[config.mk]
export PLATFORM = sky130hd
export DESIGN_NAME = core_ptw
export DESIGN_NICKNAME = d
export VERILOG_FILES = /design/src/rtl/core_pkg.sv /design/src/rtl/core_ptw_pte_check.sv /design/src/rtl/core_ptw.sv
export SDC_FILE = /design/constraint.sdc
export NUM_CORES = 1
export LEC_CHECK = 0
export BUFFER_PORTS_ARGS = -buffer_cell sky130_fd_sc_hd__buf_2
export CAP_MARGIN = 20
export CELL_PAD_IN_SITES_DETAIL_PLACEMENT = 0
export CELL_PAD_IN_SITES_GLOBAL_PLACEMENT = 1
export CORE_MARGIN = 2
export CORE_UTILIZATION = 37
export CTS_CLUSTER_SIZE = 20
export DETAILED_ROUTE_END_ITERATION = 10
export GPL_ROUTABILITY_DRIVEN = 1
export GPL_TIMING_DRIVEN = 0
export PLACE_DENSITY_LB_ADDON = 0.1
export SYNTH_ARGS = -nofsm -noshare
export SYNTH_HDL_FRONTEND = slang
export SYNTH_SLANG_ARGS = --single-unit
export TNS_END_PERCENT = 20
[constraint.sdc]
create_clock -name clk -period 6.7 [get_ports clk]
set_input_delay 0.67 -clock clk [delete_from_list [all_inputs] [get_ports clk]]
set_output_delay 0.67 -clock clk [all_outputs]
set_load 0.01 [all_outputs]
[src/rtl/core_pkg.sv]
// Shared Sv32 types for the LETC core MMU: PTE layout, walker states, walk constants.
package core_pkg;

    localparam int SV32_LEVELS = 2;
    localparam int PTE_BYTES   = 4;

    typedef struct packed {
        logic [11:0] ppn1;
        logic [9:0]  ppn0;
        logic [1:0]  rsw;
        logic        d;
        logic        a;
        logic        g;
        logic        u;
        logic        x;
        logic        w;
        logic        r;
        logic        v;
    } sv32_pte_t;

    typedef enum logic [2:0] {
        IDLE,
        L1_REQ,
        L1_WAIT,
        L0_REQ,
        L0_WAIT,
        RESP
    } ptw_state_t;

endpackage

[src/rtl/core_ptw_pte_check.sv]
// Combinational Sv32 PTE classifier shared by both walk levels.
module core_ptw_pte_check
    import core_pkg::*;
(
    input  logic [31:0] pte,
    input  logic        level1,
    output logic        is_leaf,
    output logic        page_fault,
    output logic        misaligned
);

    sv32_pte_t p;
    logic      unused_ok;

    assign p          = sv32_pte_t'(pte);
    assign is_leaf    = p.r | p.x;
    // A level-1 leaf maps a 4 MiB page, so its low PPN must be zero.
    assign misaligned = level1 & is_leaf & (p.ppn0 != 10'd0);
    // At level 0 there is no further table, so a pointer PTE is a fault.
    assign page_fault = ~p.v | (~p.r & p.w) | misaligned | (~level1 & ~is_leaf);

    assign unused_ok = &{1'b0, p.ppn1, p.rsw, p.d, p.a, p.g, p.u};

endmodule

[src/rtl/core_ptw.sv]
// Sv32 two-level hardware page-table walker; owns one memory read port.
module core_ptw
    import core_pkg::*;
(
    input  logic        clk,
    input  logic        rst,
    input  logic [31:0] csr_satp_val,
    input  logic        req_valid,
    output logic        req_ready,
    input  logic [19:0] req_vpn,
    output logic        rsp_valid,
    input  logic        rsp_ready,
    output logic [31:0] rsp_pte,
    output logic        rsp_superpage,
    output logic        rsp_page_fault,
    output logic        rsp_access_fault,
    output logic        mem_req_valid,
    input  logic        mem_req_ready,
    output logic [33:0] mem_req_addr,
    input  logic        mem_rsp_valid,
    input  logic [31:0] mem_rsp_data,
    input  logic        mem_rsp_err
);

    ptw_state_t state, state_next;
    logic [9:0] vpn0_q;
    logic       level1, in_wait, accept, pte_take;
    logic       is_leaf, pte_fault, misaligned;
    logic       unused_ok;

    assign level1   = (state == L1_WAIT);
    assign in_wait  = (state == L1_WAIT) || (state == L0_WAIT);
    assign accept   = (state == IDLE) && req_valid;
    assign pte_take = in_wait && mem_rsp_valid;

    core_ptw_pte_check u_pte_check (
        .pte        (mem_rsp_data),
        .level1     (level1),
        .is_leaf    (is_leaf),
        .page_fault (pte_fault),
        .misaligned (misaligned)
    );

    assign req_ready     = (state == IDLE);
    assign mem_req_valid = (state == L1_REQ) || (state == L0_REQ);
    assign rsp_valid     = (state == RESP);

    assign unused_ok = &{1'b0, misaligned, csr_satp_val[30:22]};

    always_ff @(posedge clk or posedge rst) begin
        if (rst) state <= IDLE;
        else     state <= state_next;
    end

    always_comb begin
        state_next = state;
        case (state)
            IDLE:    if (req_valid) state_next = csr_satp_val[31] ? L1_REQ : RESP;
            L1_REQ:  if (mem_req_ready) state_next = L1_WAIT;
            L1_WAIT: if (mem_rsp_valid) begin
                if (mem_rsp_err || pte_fault || is_leaf) state_next = RESP;
                else                                     state_next = L0_REQ;
            end
            L0_REQ:  if (mem_req_ready) state_next = L0_WAIT;
            L0_WAIT: if (mem_rsp_valid) state_next = RESP;
            RESP:    if (rsp_ready) state_next = IDLE;
            default: state_next = IDLE;
        endcase
    end

    // The root PPN lives only in mem_req_addr from accept onward, so later
    // satp writes cannot disturb a walk in flight.
    always_ff @(posedge clk or posedge rst) begin
        if (rst) begin
            vpn0_q           <= 10'd0;
            mem_req_addr     <= 34'd0;
            rsp_pte          <= 32'd0;
            rsp_superpage    <= 1'b0;
            rsp_page_fault   <= 1'b0;
            rsp_access_fault <= 1'b0;
        end else if (accept) begin
            vpn0_q           <= req_vpn[9:0];
            mem_req_addr     <= {csr_satp_val[21:0], req_vpn[19:10], 2'b00};
            rsp_pte          <= 32'd0;
            rsp_superpage    <= 1'b0;
            rsp_page_fault   <= ~csr_satp_val[31];
            rsp_access_fault <= 1'b0;
        end else if (pte_take) begin
            rsp_pte <= mem_rsp_data;
            if (mem_rsp_err)    rsp_access_fault <= 1'b1;
            else if (pte_fault) rsp_page_fault   <= 1'b1;
            else if (is_leaf)   rsp_superpage    <= level1;
            else                mem_req_addr     <= {mem_rsp_data[31:10], vpn0_q, 2'b00};
        end
    end

endmodule

==> results.json, run 1 <==
{
  "start_util_pct": 38.1,
  "maxSlewViolCount": 0,
  "antenna_found_initial": 0,
  "slowest_delay_ns": 0.48,
  "reg2reg_depth": 7,
  "avgSynthCellArea_um2": 10.4,
  "routed_wl_um": 9540,
  "wl_per_cell_um": 15.5,
  "cellLeakagePower_uw": 0.00256,
  "vias": 2964,
  "rsz0062_at_grt": "false",
  "fillers": 923,
  "hold_violations": 0,
  "ys_warn_count": 0,
  "worst_path_max_delay_cell": "clkbuf_1",
  "worstSkewPairLatency_ns": 0.35,
  "die_h_um": 101,
  "syn_inst": 336,
  "synth_cell_types": 34,
  "maxSlewHeadroom_pct": 61.7,
  "cp_max_fo": 10,
  "setup_tns_ns": 0,
  "cts_hold_buf": 0,
  "finalCriticalPeriod_ns": 1.94,
  "synth_seq_cells": 80,
  "status": "finished, final reports clean",
  "final_cell_mix": "buf_2 (160), nand2_1 (82), dfrtp_1 (80)",
  "peakVddDrop_mv": 0.154,
  "grt_overflow_total": 0,
  "clock.fmax_mhz": 515,
  "startpoint_type": "register",
  "first_pass_iters": 4,
  "gp_congestion": 0.804,
  "critPathCaptureType": "register",
  "drc": 0,
  "worst_pin_slew_ns": 0.575,
  "cts_resized": 0,
  "layout.nets": 591,
  "dp_worst_setup_slack_ns": 4.51,
  "numClockSinks": 80,
  "yosysSeqAreaShare_pct": 57.1,
  "hpwl_um": 7000,
  "setup_slack_ns": 4.76,
  "root_buffer": "clkbuf_8",
  "htree_levels": 3,
  "worst-setup-path-type": "reg2reg",
  "antenna_left": 0,
  "ctsLongestPathBuffers": 2,
  "worst_ep_required_time_ns": 6.97,
  "route.detailed.vias_per_inst": 4.81,
  "insertedDiodeCount": 0,
  "setup_viol": 0,
  "rrSetupSlack_ns": 4.76,
  "reg2reg_from": "state[1]$_DFFE_PP0P_",
  "grt_pass1_vias": 2964,
  "hold_class": "in2async",
  "final_util_pct": 50.4,
  "core-area_um2": 9200,
  "fin_crit_sh_pct": 29.0,
  "worst_r2r_endpoint": "mem_req_addr[30]$_DFFE_PP0P_",
  "dieArea_um2": 10300,
  "crit_chain": "buf_4 -> nor3_2 -> and2_1 -> buf_2 -> clkbuf_1 -> nand2_1 -> o21ai_1",
  "cts_tree": "yes",
  "dieWidth_um": 101,
  "io_buffers": 151,
  "whs_ns": 0.240,
  "arrival_ns": 2.21,
  "cts_buffers": 9,
  "final_common_cell": "buf_2",
  "layout-drive-gt1-share_pct": 38.8,
  "grt_max_degree": 67,
  "clkTransAtPathRegs_ns": 0.09,
  "grtUsageTotal_pct": 19.1,
  "num_rows": 35,
  "postCtsSetupBuffers": 0,
  "cap_violations": 0,
  "ios": 163,
  "power_density_nw_per_um2": 421,
  "area_delta_synth_final_pct": 32.2,
  "drtIter0Drc": 85,
  "grt_pass1_wl_um": 15000,
  "skew_ns": 0.0114,
  "synth_area_um2": 3500
}
==> final cells by class <==
class	instances	area [µm²]	share of cell area (%)
clock inverter	4	53.8	1.16
timing repair buffer	152	783	16.9
multi-input combinational	227	1340	28.9
clock buffer	12	145	3.13
inverter	5	21.3	0.459
sequential	80	2000	43.2
tap	111	139	3.00
buffer	25	146	3.16
==> per-stage QoR <==
stage	power (µW)	instances	cell area, µm²
after CTS	1970	616	4630
after floorplan	1280	337	3510
after global routing	2100	616	4630
after global placement	1590	599	4400
final	1950	616	4630
after detailed placement	1610	600	4430
==> Yosys cell counts, drive strengths merged <==
| cell type | instances | area [µm²] |
|---|---|---|
| clkbuf | 7 | 26.3 |
| o31a | 1 | 8.76 |
| a211o | 1 | 8.76 |
| a211oi | 1 | 7.51 |
| conb | 1 | 3.75 |
| and2b | 1 | 7.51 |
| mux2 | 10 | 113 |
| nor2 | 9 | 33.8 |
| nand4 | 1 | 21.3 |
| nor3 | 2 | 15.0 |
| inv | 5 | 18.8 |
| nand2b | 2 | 12.5 |
| a22o | 9 | 78.8 |
| or4 | 1 | 7.51 |
| nand3 | 1 | 5.00 |
| and2 | 1 | 6.26 |
| nand2 | 82 | 308 |
| mux2i | 33 | 330 |
| nor4 | 2 | 12.5 |
| or3 | 1 | 6.26 |
| buf | 18 | 120 |
| dfrtp | 80 | 2000 |
| o21ai | 35 | 175 |
| and3 | 1 | 6.26 |
| xor2 | 1 | 8.76 |
| a21oi | 26 | 130 |
| o22ai | 1 | 6.26 |
| o311ai | 1 | 8.76 |
| o21a | 2 | 15.0 |
==> worst max-delay path, delay by kind of cell (launching register included) <==
kind	cells	cell delay (ns)
AO/OA/AOI/OAI	1	0.10
buffers and inverters	3	0.89
flip-flops	1	0.37
AND/OR/NAND/NOR	3	0.51
==> routing by layer <==
layer | global-route usage [%] | part of all wire [%] | vias up
met3 | 3.86 | 5.3 | 10
li1 | - | - | 1466
met4 | 6.55 | 1.1 | 0
met2 | 31.8 | 48 | 86
met5 | 0 | 0 | -
met1 | 25.0 | 45 | 1402
==> worst max path at each step <==
stage	from	end	slack [ns]
final	state[1]$_DFFE_PP0P_	mem_req_addr[30]$_DFFE_PP0P_	4.76
after global routing	state[1]$_DFFE_PP0P_	mem_req_addr[28]$_DFFE_PP0P_	4.54
after CTS	state[1]$_DFFE_PP0P_	mem_req_addr[30]$_DFFE_PP0P_	4.71
after detailed placement	mem_rsp_data[16]	rsp_page_fault$_DFFE_PP0P_	4.51
after global placement	rst	mem_req_addr[15]$_DFFE_PP0P_	2.85
after floorplan	rst	mem_req_addr[10]$_DFFE_PP0P_	3.98
==> logic make-up (layout without fill, tap and decap cells) <==
logic type | count (synthesis) | in the layout | share of synthesized area, %
DFF | 80 | 80 | 57.1
AOI/OAI and AO/OA | 77 | 77 | 12.5
muxes | 43 | 43 | 12.6
buffers and inverters | 30 | 198 | 4.71
and+or+nand+nor | 104 | 104 | 12.6
xor gates and xnor gates | 1 | 1 | 0.250
other | 1 | 2 | 0.107
==> registers in the layout, indices dropped and copies added, names as in the netlist <==
name,flops
mem_req_addr,32
rsp_pte,32
vpn0_q,10
state,3
rsp_access_fault,1
rsp_page_fault,1
rsp_superpage,1
==> where the power goes <==
part | total, µW | switching (µW) | internal, µW | leakage (µW)
registers | 794 | 105 | 689 | 0.00101
clock network | 363 | 179 | 184 | 0.0000928
logic | 792 | 447 | 344 | 0.00146
total | 1950 | 732 | 1220 | 0.00256
(Power assumes the default switching activity.)
==> inputs of run 2 (changes only) <==
- CORE_UTILIZATION: 37 -> 31
- clock period: 6.7 -> 1.6 ns (I/O delays scaled with it)
==> run 2 against run 1 <==
The flow now finishes with violations (negative setup slack). Design area is 9.9% higher. Non-clock buffer count is 20 higher. Largest cell class unchanged. Die area is 19% higher. Register-to-register slack worse by 4.9 ns. Clock skew is 0.0083 ns lower. Flip-flop and latch count stayed put. Combinational power grew to 4.7 times the previous value. Wire length is 11% higher. Utilization is 3.8 points lower. Via count is 4.0% higher. Highest routed layer unchanged.
==> results.json, run 2 (synthesis gave the netlist of run 1 again) <==
{
  "drc": 0,
  "dp.cells": 630,
  "grt_overflow_total": 0,
  "route.detailed.vias_per_inst": 4.66,
  "routed_wl_um": 10600,
  "worstHoldPathCells": 3,
  "hold_class": "in2reg",
  "wl_per_cell_um": 15.9,
  "vias": 3082,
  "worst_ep_required_time_ns": 1.81,
  "holdCritStartpoint": "csr_satp_val[21]",
  "antenna_found_initial": 0,
  "maxSlewHeadroom_pct": 63.9,
  "cp_max_fo": 5,
  "dieArea_um2": 12200,
  "cts_tree": "yes",
  "hold_violations": 0,
  "numClockSinks": 80,
  "status": "complete, but fails checks",
  "power_density_nw_per_um2": 1760,
  "reg2reg_from": "state[0]$_DFFE_PP0P_",
  "finalCriticalPeriod_ns": 1.72,
  "clock.fmax_mhz": 582,
  "dieWidth_um": 110,
  "worst_r2r_endpoint": "mem_req_addr[20]$_DFFE_PP0P_",
  "io_buffers": 151,
  "ff_latch_area_um2": 2000,
  "grt_max_degree": 36,
  "whs_ns": 0.0330,
  "root_buffer": "clkbuf_16",
  "min_to": "mem_req_addr[33]$_DFFE_PP0P_",
  "drtIter0Drc": 121,
  "dp_worst_setup_slack_ns": -0.343,
  "start_util_pct": 32.0,
  "setup_viol": 43,
  "cts_buffers": 9,
  "hpwl_um": 7680,
  "grtUsageTotal_pct": 17.4,
  "ctsLongestPathBuffers": 2,
  "num_rows": 38,
  "layout-drive-gt1-share_pct": 43.1,
  "violations": "negative setup slack",
  "cap_violations": 0,
  "cellLeakagePower_uw": 0.00279,
  "die_h_um": 110,
  "insertedDiodeCount": 0,
  "arrival_ns": 1.93,
  "grt_pass1_vias": 2921,
  "final_common_cell": "buf_2",
  "final-instance-count-excl-fill": 662,
  "first_pass_iters": 4,
  "reg2reg_depth": 8,
  "fin_crit_sh_pct": 107,
  "htree_levels": 3,
  "ios": 163,
  "reg_top3": "mem_req_addr x32, rsp_pte x32, vpn0_q x10",
  "worst-setup-path-type": "reg2reg",
  "fillers": 1148,
  "rsz0062_at_grt": "true",
  "finalPower_uw": 8960,
  "skew_ns": 0.00308,
  "final_cell_mix": "buf_2 (152), nand2_1 (82), dfrtp_1 (79)",
  "setup_slack_ns": -0.119,
  "rrSetupSlack_ns": -0.12,
  "critPathCaptureType": "register",
  "multiInputGateArea_um2": 1360,
  "worst_pin_slew_ns": 0.536,
  "layout.nets": 611,
  "peakVddDrop_mv": 0.829,
  "startpoint_type": "register",
  "grt_pass1_wl_um": 15700,
  "area_delta_synth_final_pct": 45.2,
  "setup_tns_ns": -3.87,
  "clkTransAtPathRegs_ns": 0.06,
  "core-area_um2": 10900,
  "gp_congestion": 0.744,
  "worstSkewPairLatency_ns": 0.33,
  "maxSlewViolCount": 0,
  "antenna_left": 0
}
## run 2: layout make-up
cell class | count | share of cell area [%]
well taps | 140 | 3.44
clock inverters | 1 | 0.0984
flip-flops and latches | 80 | 39.4
clock buffers | 12 | 5.04
multi-input cells | 227 | 26.7
repair buffers | 173 | 20.1
inverters | 5 | 0.443
plain buffers | 24 | 4.82
## run 2: worst max-delay path, cell delays in order, from the launching register on
cell and delay [ns]:
dfrtp_2 0.44, nand2b_1 0.17, and2b_1 0.21, buf_6 0.11
nand4_4 0.11, buf_12 0.18, buf_12 0.13, mux2i_1 0.16
o21ai_1 0.08
## run 2: through the flow
step	util (%)	area [µm²]
2_1_floorplan	-	3510
3_3_place_gp	40.6	4440
3_5_place_dp	41.0	4480
4_1_cts	45.5	4970
5_1_grt	46.5	5090
6_report	46.5	5090
## run 2: layer usage
layer | vias up | part of all wire [%] | global-route usage [%]
li1 | 1509 | - | -
met1 | 1481 | 46 | 23.9
met2 | 86 | 47 | 27.0
met3 | 6 | 6.5 | 4.70
met4 | 0 | 0.92 | 5.27
met5 | - | 0 | 0
## run 2: how the worst max path moves through the flow
stage / from / end / slack (ns) / cells after the start
after floorplan: state[1]$_DFFE_PP0P_ / vpn0_q[0]$_DFFE_PP0P_ / -0.13 / 6
after CTS: state[2]$_DFFE_PP0P_ / mem_req_addr[20]$_DFFE_PP0P_ / -0.13 / 9
after global placement: state[1]$_DFFE_PP0P_ / mem_req_addr[5]$_DFFE_PP0P_ / -0.36 / 6
after global routing: state[1]$_DFFE_PP0P_ / rsp_superpage$_DFFE_PP0P_ / -0.21 / 6
final: state[0]$_DFFE_PP0P_ / mem_req_addr[20]$_DFFE_PP0P_ / -0.12 / 8
after detailed placement: state[1]$_DFFE_PP0P_ / mem_req_addr[5]$_DFFE_PP0P_ / -0.34 / 6
## run 2: where the power goes
part           leakage (µW)  switching (µW)  total (µW)  internal (µW)
logic               0.00165            2000        3760           1760
clock network      0.000130             759        1870           1110
registers           0.00101             436        3330           2900
## run 2: what timing repair did
action                     in CTS  in global routing
pin swaps                       2                  2
hold endpoints to repair       11                  0
hold buffers                    1                  0
setup buffers                   7                  9
resized for setup              35                 13
gates cloned                    2                  1
setup endpoints to repair      77                 74
